**src/rtl/iic_target_regs.sv**
```systemverilog
// I2C target with an 8-bit register pointer driving an external register-file port.
// Define IIC_TARGET_READ_EN to build the read path (RDATA/RDATA_ACK states, Reg_rd strobe).
`timescale 1ns/1ps
module iic_target_regs #(
   parameter logic [6:0] TARGET_ADDR = 7'h4C,
   parameter int         HOLD_CYCLES = 4
) (
   input  logic       Clk,
   input  logic       Reset_n,
   input  logic       SCL_in,
   input  logic       SDA_in,
   output logic       SDA_oe,
   output logic [7:0] Reg_addr,
   output logic [7:0] Reg_wdata,
   output logic       Reg_wr,
   output logic       Reg_rd,
   input  logic [7:0] Reg_rdata,
   output logic       Busy,
   output logic [3:0] Dbg_state
);

   typedef enum logic [3:0] {
      ST_IDLE      = 4'd0,
      ST_ADDR      = 4'd1,
      ST_ADDR_ACK  = 4'd2,
      ST_PTR       = 4'd3,
      ST_PTR_ACK   = 4'd4,
      ST_WDATA     = 4'd5,
      ST_WDATA_ACK = 4'd6,
      ST_RDATA     = 4'd7,
      ST_RDATA_ACK = 4'd8,
      ST_IGNORE    = 4'd9
   } state_t;

   localparam int HOLD_W = $clog2(HOLD_CYCLES + 1);

   state_t            state;
   logic [2:0]        scl_sync;
   logic [2:0]        sda_sync;
   logic [7:0]        shift;
   logic [3:0]        bit_cnt;
   logic [HOLD_W-1:0] hold_cnt;
   logic              drive_val;
   logic              scl;
   logic              scl_d;
   logic              sda;
   logic              sda_d;
   logic              scl_rise;
   logic              scl_fall;
   logic              start_det;
   logic              stop_det;

   assign Dbg_state = state;

   // Bus idles high, so synchronisers reset to 1 to avoid a false edge on release.
   always_ff @(posedge Clk or negedge Reset_n) begin
      if (!Reset_n) begin
         scl_sync <= 3'b111;
         sda_sync <= 3'b111;
      end else begin
         scl_sync <= {scl_sync[1:0], SCL_in};
         sda_sync <= {sda_sync[1:0], SDA_in};
      end
   end

   assign scl       = scl_sync[1];
   assign scl_d     = scl_sync[2];
   assign sda       = sda_sync[1];
   assign sda_d     = sda_sync[2];
   assign scl_rise  = scl & ~scl_d;
   assign scl_fall  = ~scl & scl_d;
   assign start_det = scl & scl_d & sda_d & ~sda;
   assign stop_det  = scl & scl_d & ~sda_d & sda;

   // Level SDA should settle to once the hold time after an SCL fall has elapsed.
   always_comb begin
      drive_val = 1'b0;
      case (state)
         ST_ADDR_ACK, ST_PTR_ACK, ST_WDATA_ACK: drive_val = 1'b1;
`ifdef IIC_TARGET_READ_EN
         ST_RDATA:                              drive_val = ~shift[7];
`endif
         default:                               drive_val = 1'b0;
      endcase
   end

`ifdef IIC_TARGET_READ_EN
   logic rd_q;
   logic rw;
   logic ack_nack;
   assign Reg_rd = rd_q;
`else
   logic unused_rdata;
   assign Reg_rd       = 1'b0;
   assign unused_rdata = ^Reg_rdata;
`endif

   always_ff @(posedge Clk or negedge Reset_n) begin
      if (!Reset_n) begin
         state     <= ST_IDLE;
         SDA_oe    <= 1'b0;
         Reg_addr  <= 8'h00;
         Reg_wdata <= 8'h00;
         Reg_wr    <= 1'b0;
         Busy      <= 1'b0;
         shift     <= 8'h00;
         bit_cnt   <= 4'd0;
         hold_cnt  <= '0;
`ifdef IIC_TARGET_READ_EN
         rd_q      <= 1'b0;
         rw        <= 1'b0;
         ack_nack  <= 1'b1;
`endif
      end else begin
         Reg_wr <= 1'b0;
`ifdef IIC_TARGET_READ_EN
         rd_q <= 1'b0;
         if (rd_q)
            shift <= Reg_rdata;
`endif
         // The pointer advances in the cycle after each strobe, so a read strobe prefetches the next byte.
         if (Reg_wr || Reg_rd)
            Reg_addr <= Reg_addr + 8'd1;

         if (hold_cnt != '0) begin
            hold_cnt <= hold_cnt - 1'b1;
            if (hold_cnt == HOLD_W'(1))
               SDA_oe <= drive_val;
         end

         if (stop_det) begin
            state    <= ST_IDLE;
            Busy     <= 1'b0;
            SDA_oe   <= 1'b0;
            hold_cnt <= '0;
            bit_cnt  <= 4'd0;
         end else if (start_det) begin
            state    <= ST_ADDR;
            Busy     <= 1'b1;
            SDA_oe   <= 1'b0;
            hold_cnt <= '0;
            bit_cnt  <= 4'd0;
         end else if (scl_rise) begin
            case (state)
               ST_ADDR, ST_PTR, ST_WDATA: begin
                  shift   <= {shift[6:0], sda};
                  bit_cnt <= bit_cnt + 4'd1;
               end
`ifdef IIC_TARGET_READ_EN
               ST_RDATA:     bit_cnt  <= bit_cnt + 4'd1;
               ST_RDATA_ACK: ack_nack <= sda;
`endif
               default: ;
            endcase
         end else if (scl_fall) begin
            hold_cnt <= HOLD_W'(HOLD_CYCLES);
            case (state)
               ST_ADDR: begin
                  if (bit_cnt == 4'd8) begin
                     bit_cnt <= 4'd0;
                     if (shift[7:1] == TARGET_ADDR) begin
`ifdef IIC_TARGET_READ_EN
                        rw    <= shift[0];
                        state <= ST_ADDR_ACK;
`else
                        state <= shift[0] ? ST_IGNORE : ST_ADDR_ACK;
`endif
                     end else begin
                        state <= ST_IGNORE;
                     end
                  end
               end
               ST_ADDR_ACK: begin
                  bit_cnt <= 4'd0;
`ifdef IIC_TARGET_READ_EN
                  if (rw) begin
                     state <= ST_RDATA;
                     rd_q  <= 1'b1;
                  end else begin
                     state <= ST_PTR;
                  end
`else
                  state <= ST_PTR;
`endif
               end
               ST_PTR: begin
                  if (bit_cnt == 4'd8) begin
                     bit_cnt  <= 4'd0;
                     Reg_addr <= shift;
                     state    <= ST_PTR_ACK;
                  end
               end
               ST_PTR_ACK: begin
                  bit_cnt <= 4'd0;
                  state   <= ST_WDATA;
               end
               ST_WDATA: begin
                  if (bit_cnt == 4'd8) begin
                     bit_cnt   <= 4'd0;
                     Reg_wdata <= shift;
                     Reg_wr    <= 1'b1;
                     state     <= ST_WDATA_ACK;
                  end
               end
               ST_WDATA_ACK: begin
                  bit_cnt <= 4'd0;
                  state   <= ST_WDATA;
               end
`ifdef IIC_TARGET_READ_EN
               ST_RDATA: begin
                  if (bit_cnt == 4'd8) begin
                     bit_cnt <= 4'd0;
                     state   <= ST_RDATA_ACK;
                  end else begin
                     shift <= {shift[6:0], 1'b0};
                  end
               end
               ST_RDATA_ACK: begin
                  bit_cnt <= 4'd0;
                  if (!ack_nack) begin
                     state <= ST_RDATA;
                     rd_q  <= 1'b1;
                  end else begin
                     state <= ST_IGNORE;
                  end
               end
`endif
               default: ;
            endcase
         end
      end
   end

endmodule

```
**config.mk**
```make
export PLATFORM = sky130hd
export DESIGN_NAME = iic_target_regs
export DESIGN_NICKNAME = d
export VERILOG_FILES = /design/src/rtl/iic_target_regs.sv
export SDC_FILE = /design/constraint.sdc
export NUM_CORES = 1
export LEC_CHECK = 0
export BUFFER_PORTS_ARGS = -buffer_cell sky130_fd_sc_hd__buf_4
export CAP_MARGIN = 15
export CORE_MARGIN = 4
export CORE_UTILIZATION = 60
export CTS_CLUSTER_DIAMETER = 150
export DETAILED_ROUTE_END_ITERATION = 10
export PLACE_DENSITY = 0.82
export SYNTH_ARGS = -nofsm -noshare
export SYNTH_HDL_FRONTEND = slang
export SYNTH_SLANG_ARGS = --single-unit
```
**constraint.sdc**
```tcl
create_clock -name Clk -period 5.9 [get_ports Clk]
set_input_delay 0.885 -clock Clk [delete_from_list [all_inputs] [get_ports Clk]]
set_output_delay 0.885 -clock Clk [all_outputs]
set_load 0.03 [all_outputs]
```
== After elaboration in Yosys (flattened, before gate mapping) ==
Index checks and enable logic that the tools add are counted.

* Flip-flop bits (word level): 44
* Memory bits (writable): 0
* Output and inout port bits: 24
* ROM bits: 0
* Bits in latches: 0
* Input bits: 12
* Logic and storage cells: 101
* Memories kept: 0

* Equal/unequal tests: 16
* Shift-type cells: 0
* Multiplexer cells: 42
* Add/subtract/negate cells: 3
* Div/mod/pow operators: 0
* Bitwise operators: 14
* Magnitude comparators: 0
* Multipliers: 0
* Reduce and logical (&&, ||, !) cells: 15

{| class="wikitable"
|+ Operators by type and width
! kind !! number
|-
| $mux W4 || 15
|-
| $mux W8 || 7
|-
| $pmux W4 S5 || 1
|-
| $mux W3 || 5
|-
| $mux W1 || 13
|-
| $eq A4 B3 Y1 const B || 3
|-
| $ne A4 B4 Y1 const B || 3
|-
| $reduce_and A6 Y1 || 2
|-
| $reduce_bool A3 Y1 || 4
|-
| $add A8 B1 Y8 const B || 1
|-
| $eq A4 B2 Y1 const B || 2
|-
| $pmux W4 S2 || 1
|-
| $reduce_and A4 Y1 || 2
|-
| $and A1 B1 Y1 || 7
|-
| $eq A7 B7 Y1 const B || 1
|-
| $not A1 Y1 || 7
|-
| $reduce_bool A7 Y1 || 1
|-
| $reduce_or A3 Y1 || 2
|-
| $ne A5 B1 Y1 const B || 1
|-
| $ne A5 B3 Y1 const B || 1
|-
| $add A4 B1 Y4 const B || 1
|-
| $eq A4 B1 Y1 const B || 1
|-
| $eq A4 B4 Y1 const B || 1
|-
| $ne A4 B2 Y1 const B || 1
|-
| 7 further kinds || 7
|}

== Logic depth before layout (Yosys ltp) ==
* Depth in word-level cells: 8
* Gate-level depth with buffers: 9
* Gate-level depth less buffers: 7

== Worst setup path before layout ==
No wires, ideal clock.

* Path type: flip-flop to flip-flop
* Start: register scl_sync[2]
* End: register Reg_addr[5]
* Slack: 3.627 ns
* Data required time: 5.777 ns
* Arrival: 2.150 ns
* Buffers on the path: 2
* Clock period less this slack: 2.273 ns
* Cell stages (with the launch flop): 10
* Setup time: 0.123 ns
* Cells stage by stage: dfstp_2 -> inv_1 -> ha_1 -> nand2b_1 -> or3_4 -> or4_4 -> buf_6 -> buf_6 -> nor2_1 -> a21oi_1

* Longest elaborated chain between the ends: 5
* Elaborated cells on any way between the ends: 12
* Those cells by class: 4 x mux; 8 x bitwise

{| class="wikitable"
|+ RTL lines
! element !! line !! source
|-
| from (decl) || 38 || <nowiki>logic [2:0] scl_sync;</nowiki>
|-
| from (signal assigned) || 61 || <nowiki>scl_sync <= {scl_sync[1:0], SCL_in};</nowiki>
|-
| $and A1 B1 Y1, or another cell as far along || 71 || <nowiki>assign scl_fall = ~scl & scl_d;</nowiki>
|-
| $mux W8, or another cell as far along || 155 || <nowiki>end else if (scl_fall) begin</nowiki>
|-
| $mux W8 / $and A1 B1 Y1 (equally long branches) || 143, 72 ||
|-
| $mux W8 || 137 || <nowiki>end else if (start_det) begin</nowiki>
|-
| $mux W8 (*) || 131 || <nowiki>if (stop_det) begin</nowiki>
|-
| to (signal assigned) || 123 || <nowiki>Reg_addr <= Reg_addr + 8'd1;</nowiki>
|-
| to (signal assigned) || 189 || <nowiki>Reg_addr <= shift;</nowiki>
|-
| to (decl) || 13 || <nowiki>output logic [7:0] Reg_addr,</nowiki>
|}

Every way passes the cells marked *; elsewhere a longest branch is shown, timed or not.
A chain may end at the register's enable or synchronous reset.

== Worst setup path after layout ==
* Start: register scl_sync[2]
* End: register Reg_wdata[7]

* Longest elaborated chain between the ends: 5
* Elaborated cells on any way between the ends: 12
* Those cells by class: 11 x bitwise; 1 x reduce/logical

{| class="wikitable"
|+ RTL lines
! element !! line !! source
|-
| $and A1 B1 Y1 || 72, 73 ||
|-
| $and A1 B1 Y1, on equally long branches (2 in a row) || 73, 72 ||
|-
| $not A1 Y1 (no line) || n/a ||
|-
| $reduce_and A6 Y1 (no line) (*) || n/a ||
|-
| to (signal assigned) || 200 || <nowiki>Reg_wdata <= shift;</nowiki>
|-
| to (decl) || 14 || <nowiki>output logic [7:0] Reg_wdata,</nowiki>
|}

Marked as above.

==> metrics.md <==
| Metric | Value |
|---|---|
| Sequential power share | 0.543 |
| Placed wire-length estimate | 2.89 mm |
| Logic pwr share | 0.163 |
| Yosys reg bits | 44 |
| Tmin final | 2.50 ns |
| Setup_tns | 0 ns |
| CTS Buf Count | 5 |
| Sw power | 0.185 mW |
| Row Count | 21 |
| Clk buf depth | 2 |
| Max Cap Viol | 0 |
| Ys Warns | 0 |
| Largest net degree at the start of global routing | 45 |
| Crit Path Class | reg -> reg |
| GRT overflow | 0 |
| Final setup violating endpoints | 0 |
| Crit path cell chain | inv_1 -> ha_1 -> nand2b_1 -> or3_4 -> nor3_2 -> mux2_2 |
| CP top delay family | simple AND/OR/NAND/NOR gates |
| Clk_skew | 0.0128 ns |
| Period utilization | 0.423 |
| Worst R2R End | Reg_wdata[7]$_DFFE_PN0P_ |
| IO buf count | 26 |
| Core area | 3420 µm² |
| Pre-CTS setup slack | 3.40 ns |
| Sw Share | 0.277 |
| Ys flop type | dfrtp_1 |
| Hold_buf cts | 0 |
| Crit path max fanout | 8 |
| Cts repair resizes | 0 |
| Register area share after synthesis | 0.514 |
| Clock power frac | 0.294 |
| Slew headroom | 0.572 |
| First-pass GRT wire length | 6.57 mm |
| Drc violations | 0 |
| Root buffer cell | clkbuf_4 |
| Critical Path Sink Type | register |
| Crit-path slowest cell | dfstp_2 |
| WL/cell | 15.0 µm |
| Ys async rst share | 1.00 |
| Critical path data required time | 6.15 ns |
| Setup repair after global routing missed its margin | false |
| Crit path depth | 6 |
| Die height | 67.9 µm |
| # IOs | 36 |
| EDFF count, synth | 0 |
| Final setup margin | 3.40 ns |
| Post-DRT Antenna Nets | 0 |
| Hold path cells | 0 |
| P per Cell Area | 275 nW/µm² |
| Maximum VDD drop | 195 µV |
| Inserted Diodes | 0 |
| F_max | 401 MHz |
| Synth-to-Final Area Change | 12.3% |
| Int Power | 0.481 mW |
| Initial antenna violation count | 0 |
| Run status | completed |
| Critical path's largest stage delay | 0.57 ns |
| Vias per cell | 5.60 |
| Worst Hold Slack | 0.367 ns |
| Hold/Removal Path Class | reg -> reg |
| Gpl congestion | 0.879 |
| Die area | 4620 µm² |
| GRT Util Overall | 0.195 |
| Fin util | 0.709 |
| DR vias | 1,455 |
| Hold Path End | scl_sync[1]$_DFF_PN1_ |
| CTS Sinks | 44 |
| Vias in the first global route | 1,412 |
| Postcts setup bufs | 0 |
| Post-synth cell types | 45 |
| First drt pass iteration count | 4 |
| Post-Syn Instances | 186 |
| Crit path arrival time | 2.75 ns |
| Pins Over Slew Limit | 0 |
| Worst-Skew Late Latency | 0.35 ns |
| CTS tree | built |
| H-Tree Level Count | 2 |
| Post-Route WL | 3.90 mm |
| Mapped Nets | 207 |
| Static leakage | 1.18 nW |
| Buf+Inv Stages, Crit Path | 1 |
| CTS clk-pin slew, worst paths | 0.12 ns |
| Initial detailed-routing violation count | 68 |
| Hold Violations, Final | 0 |
| R2R Setup Slk | 3.40 ns |
| Worst Tran Pin Value | 0.638 ns |
| Share of cells above drive strength 1 | 0.313 |
| R2R Path Start | scl_sync[2]$_DFF_PN1_ |
| Syn avg cell area | 11.6 µm² |
| Chip width | 67.9 µm |
| CP Launch Type | register |
| Worst r2r path cells | 6 |
| Hold_sp | scl_sync[0]$_DFF_PN1_ |
| Post-Syn Area | 2160 µm² |
| Final net count | 234 |
| Initial Util | 0.631 |
[layer usage]
metal | global-route usage | up-vias | wire [µm]
met5 | 0 | - | 0
li1 | - | 699 | -
met2 | 0.319 | 47 | 1890
met4 | 0.0769 | 0 | 56
met3 | 0.0460 | 8 | 240
met1 | 0.250 | 701 | 1710
[cell families after synthesis]
logic type | share of synthesized area
compound gates | 0.0876
xor+xnor | 0.0325
fa+ha+maj | 0.0522
buf+inv | 0.0551
flops | 0.514
mux | 0.113
other cells | 0.00174
simple gates | 0.144
[cell usage in the layout, fill, tap and decap left out, types with 3 or more instances in the layout]
cell / netlist / routed
o21ai_0: 4 / 4
nor3_1: 6 / 6
nand3_1: 5 / 5
nand2_1: 13 / 13
xor2_1: 4 / 4
buf_4: 1 / 27
xnor2_1: 4 / 4
nand4_1: 3 / 3
mux2i_1: 4 / 4
o31ai_1: 3 / 3
dfrtp_1: 38 / 38
nor2_1: 16 / 16
mux2_2: 18 / 18
clkbuf_4: 0 / 5
ha_1: 9 / 9
dfstp_2: 6 / 6
inv_1: 9 / 9
a21oi_1: 11 / 11
[worst max path at each step]
stage                                          end             startpoint
after floorplan              Reg_addr[5]$_DFF_PN0_  scl_sync[2]$_DFF_PN1_
after detailed placement  Reg_wdata[7]$_DFFE_PN0P_  scl_sync[2]$_DFF_PN1_
after global placement    Reg_wdata[6]$_DFFE_PN0P_  scl_sync[2]$_DFF_PN1_
after global routing      Reg_wdata[7]$_DFFE_PN0P_  scl_sync[2]$_DFF_PN1_
final                     Reg_wdata[7]$_DFFE_PN0P_  scl_sync[2]$_DFF_PN1_
after CTS                 Reg_wdata[7]$_DFFE_PN0P_  scl_sync[2]$_DFF_PN1_
[per-stage QoR]
stage / std cells / instance area, µm² / power [mW]
after floorplan: 186 / 2160 / 0.438
after global placement: 252 / 2330 / 0.462
after detailed placement: 252 / 2330 / 0.478
after CTS: 260 / 2420 / 0.675
after global routing: 260 / 2420 / 0.705
final: 260 / 2420 / 0.666
[power groups by stage]
stage                     Combinational (mW)  Clock [mW]  Sequential [mW]
after floorplan                       0.0760           0            0.362
after global routing                   0.123       0.213            0.368
after detailed placement               0.111           0            0.367
after CTS                              0.112       0.202            0.361
after global placement                0.0980           0            0.364
final                                  0.109       0.195            0.362
[synthesized netlist by cell type, types with 2 or more instances]
master,count,area share
o31ai_1,3,0.010
dfstp_2,6,0.073
o21ai_0,4,0.0093
xor2_1,4,0.016
nand2b_1,2,0.0058
buf_6,2,0.010
nand2_1,13,0.023
nand4_1,3,0.0087
and2b_2,2,0.0081
a31o_2,2,0.0081
nand3_1,5,0.012
nor3_1,6,0.014
ha_1,9,0.052
mux2i_1,4,0.019
nor2_1,16,0.028
dfrtp_1,38,0.44
inv_1,9,0.016
a21oi_1,11,0.026
xnor2_1,4,0.016
mux2_2,18,0.094
[flip-flops by register name, summed over array words and instances (netlist names), 3 cells and up]
signal and flops:
scl_sync 3, hold_cnt 3, shift 8, Reg_addr 8, Reg_wdata 8, bit_cnt 4, sda_sync 3, Dbg_state 4
[area by class of cell]
type	count	area, µm²
sequential	44	1110
fill	257	995
multi-input combinational	126	928
timing repair buffer	27	203
tap	46	57.6
clock buffer	6	51.3
clock inverter	2	38.8
inverter	9	33.8
[worst register-to-register path: cells and delay by family, from the launching register on]
| family | cells | cell delay [ns] |
|---|---|---|
| fa+ha+maj | 1 | 0.24 |
| simple gates | 3 | 1.13 |
| buf+inv | 1 | 0.04 |
| mux | 1 | 0.42 |
| flops | 1 | 0.57 |
(Power assumes the default switching activity.)
